$ cat config.mk
export PLATFORM = sky130hd
export DESIGN_NAME = id_stage
export DESIGN_NICKNAME = d
export VERILOG_FILES = /design/src/rtl/id_stage.sv
export SDC_FILE = /design/constraint.sdc
export NUM_CORES = 2
export LEC_CHECK = 0
export BUFFER_PORTS_ARGS = -buffer_cell sky130_fd_sc_hd__buf_4
export CAP_MARGIN = 15
export CORE_ASPECT_RATIO = 1.5
export CORE_UTILIZATION = 45
export CTS_BUF_LIST = sky130_fd_sc_hd__clkbuf_16
export DETAILED_ROUTE_END_ITERATION = 8
export PLACE_DENSITY = 0.69
export SLEW_MARGIN = 0
export SYNTH_ARGS = -nofsm -noshare
export SYNTH_HDL_FRONTEND = slang
export SYNTH_SLANG_ARGS = --single-unit
export TNS_END_PERCENT = 5
$ cat constraint.sdc
create_clock -name clk -period 52.8 [get_ports clk]
set_clock_uncertainty 0.1 [all_clocks]
set_input_delay 2.64 -clock clk [delete_from_list [all_inputs] [get_ports clk]]
set_output_delay 2.64 -clock clk [all_outputs]
set_load 0.005 [all_outputs]
$ cat src/rtl/id_stage.sv
// rtl/id_stage.sv - RV32I decode stage: field/immediate/control decode, 32x32 register
// file with write-through, load-use hazard detection and the ID/EX pipeline register.
module id_stage #(
  parameter int XLEN = 32,
  parameter int NREG = 32
) (
  input  logic            clk,
  input  logic            reset,
  input  logic [XLEN-1:0] pc_in,
  input  logic [31:0]     instr_in,
  input  logic            stall,
  input  logic            flush,
  input  logic            wb_en,
  input  logic [4:0]      wb_rd,
  input  logic [XLEN-1:0] wb_data,
  output logic            hazard_stall,
  output logic [XLEN-1:0] pc_out,
  output logic [XLEN-1:0] rs1_data,
  output logic [XLEN-1:0] rs2_data,
  output logic [XLEN-1:0] imm,
  output logic [4:0]      rs1,
  output logic [4:0]      rs2,
  output logic [4:0]      rd,
  output logic [2:0]      funct3,
  output logic            funct7b5,
  output logic [6:0]      opcode,
  output logic            reg_write,
  output logic            mem_read,
  output logic            mem_write,
  output logic            mem_to_reg,
  output logic            alu_src,
  output logic            branch,
  output logic            jump,
  output logic            valid_out,
  output logic            illegal_instr
);

  localparam logic [6:0] OP_R      = 7'b0110011;
  localparam logic [6:0] OP_IMM    = 7'b0010011;
  localparam logic [6:0] OP_LOAD   = 7'b0000011;
  localparam logic [6:0] OP_STORE  = 7'b0100011;
  localparam logic [6:0] OP_BRANCH = 7'b1100011;
  localparam logic [6:0] OP_JAL    = 7'b1101111;
  localparam logic [6:0] OP_JALR   = 7'b1100111;
  localparam logic [6:0] OP_LUI    = 7'b0110111;
  localparam logic [6:0] OP_AUIPC  = 7'b0010111;

  typedef struct packed {
    logic [XLEN-1:0] pc;
    logic [XLEN-1:0] rs1_data;
    logic [XLEN-1:0] rs2_data;
    logic [XLEN-1:0] imm;
    logic [4:0]      rs1;
    logic [4:0]      rs2;
    logic [4:0]      rd;
    logic [2:0]      funct3;
    logic            funct7b5;
    logic [6:0]      opcode;
    logic            reg_write;
    logic            mem_read;
    logic            mem_write;
    logic            mem_to_reg;
    logic            alu_src;
    logic            branch;
    logic            jump;
    logic            valid;
    logic            illegal;
  } idex_t;

  logic [6:0] op;
  logic [4:0] rs1_f, rs2_f, rd_f;
  logic is_r, is_opimm, is_load, is_store, is_branch, is_jal, is_jalr, is_lui, is_auipc;
  logic legal, uses_rs1, uses_rs2;
  logic [31:0] imm32;
  logic [XLEN-1:0] rs1_val, rs2_val;
  logic [XLEN-1:0] regs [NREG];
  idex_t dec, nxt, q;

  assign op    = instr_in[6:0];
  assign rs1_f = instr_in[19:15];
  assign rs2_f = instr_in[24:20];
  assign rd_f  = instr_in[11:7];

  assign is_r      = (op == OP_R);
  assign is_opimm  = (op == OP_IMM);
  assign is_load   = (op == OP_LOAD);
  assign is_store  = (op == OP_STORE);
  assign is_branch = (op == OP_BRANCH);
  assign is_jal    = (op == OP_JAL);
  assign is_jalr   = (op == OP_JALR);
  assign is_lui    = (op == OP_LUI);
  assign is_auipc  = (op == OP_AUIPC);

  assign legal    = is_r | is_opimm | is_load | is_store | is_branch |
                    is_jal | is_jalr | is_lui | is_auipc;
  assign uses_rs1 = is_r | is_opimm | is_load | is_store | is_branch | is_jalr;
  assign uses_rs2 = is_r | is_store | is_branch;

  always_comb begin
    imm32 = '0;
    if (is_opimm || is_load || is_jalr)
      imm32 = {{20{instr_in[31]}}, instr_in[31:20]};
    else if (is_store)
      imm32 = {{20{instr_in[31]}}, instr_in[31:25], instr_in[11:7]};
    else if (is_branch)
      imm32 = {{20{instr_in[31]}}, instr_in[7], instr_in[30:25], instr_in[11:8], 1'b0};
    else if (is_lui || is_auipc)
      imm32 = {instr_in[31:12], 12'b0};
    else if (is_jal)
      imm32 = {{12{instr_in[31]}}, instr_in[19:12], instr_in[20], instr_in[30:21], 1'b0};
  end

  // Array writes land on the edge; same-cycle readers see wb_data through the bypass.
  always_ff @(posedge clk or posedge reset) begin
    if (reset) begin
      for (int i = 0; i < NREG; i++) regs[i] <= '0;
    end else if (wb_en && wb_rd != 5'd0) begin
      regs[wb_rd] <= wb_data;
    end
  end

  always_comb begin
    rs1_val = '0;
    rs2_val = '0;
    if (rs1_f != 5'd0) rs1_val = (wb_en && wb_rd == rs1_f) ? wb_data : regs[rs1_f];
    if (rs2_f != 5'd0) rs2_val = (wb_en && wb_rd == rs2_f) ? wb_data : regs[rs2_f];
  end

  assign hazard_stall = ~flush & q.valid & q.mem_read & (q.rd != 5'd0) &
                        (((q.rd == rs1_f) & uses_rs1) | ((q.rd == rs2_f) & uses_rs2));

  always_comb begin
    dec            = '0;
    dec.pc         = pc_in;
    dec.rs1_data   = rs1_val;
    dec.rs2_data   = rs2_val;
    dec.imm        = XLEN'($signed(imm32));
    dec.rs1        = rs1_f;
    dec.rs2        = rs2_f;
    dec.rd         = rd_f;
    dec.funct3     = instr_in[14:12];
    dec.funct7b5   = instr_in[30];
    dec.opcode     = op;
    dec.reg_write  = (is_r | is_opimm | is_load | is_jal | is_jalr | is_lui | is_auipc) &
                     (rd_f != 5'd0);
    dec.mem_read   = is_load;
    dec.mem_write  = is_store;
    dec.mem_to_reg = is_load;
    dec.alu_src    = legal & ~is_r & ~is_branch;
    dec.branch     = is_branch;
    dec.jump       = is_jal | is_jalr;
    dec.valid      = 1'b1;
  end

  // flush > stall > hazard > normal; bubbles are all-zero apart from the illegal flag.
  always_comb begin
    nxt = q;
    if (flush) begin
      nxt = '0;
    end else if (!stall) begin
      if (hazard_stall || !legal) begin
        nxt         = '0;
        nxt.illegal = ~hazard_stall & ~legal & (instr_in != 32'd0);
      end else begin
        nxt = dec;
      end
    end
  end

  always_ff @(posedge clk or posedge reset) begin
    if (reset) q <= '0;
    else       q <= nxt;
  end

  assign pc_out        = q.pc;
  assign rs1_data      = q.rs1_data;
  assign rs2_data      = q.rs2_data;
  assign imm           = q.imm;
  assign rs1           = q.rs1;
  assign rs2           = q.rs2;
  assign rd            = q.rd;
  assign funct3        = q.funct3;
  assign funct7b5      = q.funct7b5;
  assign opcode        = q.opcode;
  assign reg_write     = q.reg_write;
  assign mem_read      = q.mem_read;
  assign mem_write     = q.mem_write;
  assign mem_to_reg    = q.mem_to_reg;
  assign alu_src       = q.alu_src;
  assign branch        = q.branch;
  assign jump          = q.jump;
  assign valid_out     = q.valid;
  assign illegal_instr = q.illegal;

endmodule

==> impl_metrics.env <==
export IMPL_syn_to_final_growth_pct=10.9
export IMPL_cts_hold_buffers_added=0
export IMPL_insertion_delay_ns=0.74
export IMPL_cts_sinks=1186
export IMPL_antenna_found_initial=5
export IMPL_finalNetCount=4143
export IMPL_grt_max_degree=175
export IMPL_timing_fmax_mhz=138
export IMPL_post_cts_resized=0
export IMPL_cp_start_kind="input port"
export IMPL_seq_area_frac_synth_pct=49.3
export IMPL_grt_setup_unrepaired="false"
export IMPL_min_period_ns=7.27
export IMPL_syn_inst=4049
export IMPL_routed_wirelength_um=194000
export IMPL_crit_top_cell="buf_4"
export IMPL_dieHeight_um=450
export IMPL_initial_core_util_pct=45.2
export IMPL_rows=164
export IMPL_hold_depth=0
export IMPL_cp_data_required_time_ns=50.06
export IMPL_syn_area_per_cell_um2=14.9
export IMPL_layout_drive_gt1_share_pct=48.7
export IMPL_cts_setup_buffers=0
export IMPL_drt_initial_drc_count=4383
export IMPL_port_buffers=269
export IMPL_crit_path_start="instr_in[16]"
export IMPL_setup_viol=0
export IMPL_synth_cell_types=54
export IMPL_final_core_util_pct=50.2
export IMPL_routedWlPerCell_um=33.0
export IMPL_via_per_inst=6.81
export IMPL_route_detailed_drc=0
export IMPL_r2r_slack_ns=49.20
export IMPL_slowest_stage="or4b_1"
export IMPL_hold_end="regs[998]$_DFFE_PP0P_"
export IMPL_critPathMaxStageDelay_ns=0.62
export IMPL_cp_num_buf_inv=2
export IMPL_worstSetupEndpointType="output pin"
export IMPL_ys_warn_count=0
export IMPL_timing_hold_worst_start="regs[998]$_DFFE_PP0P_"
export IMPL_crit_chain="buf_4 > xnor2_1 > nand4_1 > or4b_1 > nand2_1 > buf_4"
export IMPL_ioPinCount=270
export IMPL_worst_setup_path_type="input port to output pin"
export IMPL_fin_setup_tns_ns=0
export IMPL_tritoncts="done"
export IMPL_root_buffer="clkbuf_16"
export IMPL_placed_cells=5669
export IMPL_cap_violations=0
export IMPL_relSlewSlack_pct=20.8
export IMPL_finalMaxSlewViolations=0
export IMPL_vdd_drop_max_v=0.0000254
export IMPL_synthArstFlopShare_pct=100
export IMPL_cts_buffer_depth=3
export IMPL_rr_worst_depth=7
export IMPL_synth_ff_type="dfrtp_1"
export IMPL_detail_route_first_pass_iterations=5
export IMPL_ys_ff_latch=1186
export IMPL_grt_pass1_vias=41200
export IMPL_worst_pin_slew_ns=1.19
export IMPL_syn_nets=4155
export IMPL_crit_path_max_fanout=38
export IMPL_whs_ns=0.298
export IMPL_die_x_um=301
export IMPL_status="completed"
export IMPL_crit_family="simple AND/OR/NAND/NOR gates"
export IMPL_arrival_ns=4.53
export IMPL_synth_edff_count=0
export IMPL_drtAntennaViolNets=0
export IMPL_hold_class="flop to flop"
export IMPL_gp_congestion=0.827
export IMPL_grt_pass1_wl_um=285000
export IMPL_cts_clk_slew_worst_paths_ns=0.06
export IMPL_powerDensity_mw_per_mm2=36.5
export IMPL_timing_rr_end="rs2_data[0]$_DFFE_PP0P_"
export IMPL_cts_buffers=109
export IMPL_post_route_period_util_pct=13.8
export IMPL_overflow=0
export IMPL_final_cell_count_no_fill=5871
export IMPL_vias=40000
export IMPL_track_usage_pct=28.7
export IMPL_r2r_start="rd[2]$_DFFE_PP0P_"
export IMPL_p_leak_nw=29.1
export IMPL_hold_violations=0
export IMPL_dpl_hpwl_um=103000
export IMPL_core_area_mm2=0.133
export IMPL_syn_area_mm2=0.0602
export IMPL_cts_max_level=3
export IMPL_die_area_mm2=0.135
[cell families (layout without fill, tap and decap cells)]
kind of cell,Yosys count,in the layout,share of synthesized area [%]
buffers and inverters,478,555,3.69
AOI/OAI and AO/OA,529,529,6.66
and+or+nand+nor,261,261,2.42
other,0,2,0
xor gates and xnor gates,21,21,0.306
muxes,1574,1574,37.6
DFF,1186,1186,49.3
[worst max-delay path by stage]
stage,endpoint,cells past startpoint
after floorplan,alu_src$_DFFE_PP0P_,1
after global placement,regs[232]$_DFFE_PP0P_,7
after global routing,regs[72]$_DFFE_PP0P_,7
after detailed placement,regs[647]$_DFFE_PP0P_,7
after CTS,regs[519]$_DFFE_PP0P_,7
final,hazard_stall,6
[flip-flops by register name, summed over array words and instances, names as in the netlist, 3 cells and up]
| signal | count |
|---|---|
| pc_out | 32 |
| opcode | 7 |
| rs2_data | 32 |
| rs1_data | 32 |
| regs | 1024 |
| rs2 | 5 |
| funct3 | 3 |
| imm | 32 |
| rd | 5 |
| rs1 | 5 |
[cell usage in the layout (no fill, tap or decap), types with 36 or more instances in the layout]
master	n
a221o_1	64
a22o_1	109
a22oi_1	44
buf_4	344
clkbuf_16	112
dfrtp_1	1186
mux2_2	997
mux2i_1	128
mux4_2	449
nand2_1	36
nor3_1	60
o22ai_1	159
[Yosys cell counts (7+ instances only)]
master | instances | area [µm²]
a2111oi_0 | 9 | 78.8
a211oi_1 | 33 | 248
a21oi_1 | 35 | 175
a221o_1 | 64 | 641
a22o_1 | 109 | 955
a22oi_1 | 44 | 330
a32o_1 | 12 | 120
buf_1 | 60 | 225
buf_2 | 93 | 465
buf_4 | 42 | 315
buf_6 | 20 | 225
clkbuf_1 | 258 | 968
dfrtp_1 | 1186 | 29700
mux2_2 | 997 | 11200
mux2i_1 | 128 | 1280
mux4_2 | 449 | 10100
nand2_1 | 54 | 203
nand3_1 | 7 | 35.0
nand3b_1 | 11 | 82.6
nor2_1 | 40 | 150
nor3_1 | 60 | 300
nor4_1 | 19 | 119
o21ai_0 | 24 | 120
o221ai_1 | 32 | 280
o22ai_1 | 159 | 995
or4_1 | 32 | 240
xnor2_1 | 7 | 61.3
xor2_1 | 14 | 123
[final cells by class]
cell class	instances	area (µm²)
Fill cell	11300	66200
Sequential cell	1186	29700
Multi-Input combinational cell	2385	28500
Clock buffer	112	2800
Timing Repair Buffer	352	2720
Tap cell	1743	2180
Clock inverter	88	876
Inverter	3	18.8
Antenna cell	2	5.00
[metrics by stage]
stage / setup WS, ns / cell area, µm² / total power, mW
3_5_place_dp: 44.71 / 63100 / 1.61
2_1_floorplan: 16.65 / 60200 / 1.50
4_1_cts: 45.50 / 66700 / 2.44
6_report: 45.53 / 66800 / 2.43
3_3_place_gp: 44.79 / 63100 / 1.59
5_1_grt: 44.94 / 66800 / 2.52
[metal layers]
layer	part of all wire, %	GRT usage, %	vias to the layer above	wire (µm)
met5	0.026	0	-	51
met2	48	46.0	2015	93400
met1	39	37.9	21700	75000
met3	8.6	5.50	509	16600
met4	4.5	12.6	8	8810
li1	-	-	15800	-
[power breakdown]
part	internal, mW	switching, mW	total, mW
clock network	0.467	0.365	0.832
logic	0.262	0.169	0.431
registers	1.06	0.112	1.17
No activity file was read; power rests on OpenSTA's default activity.
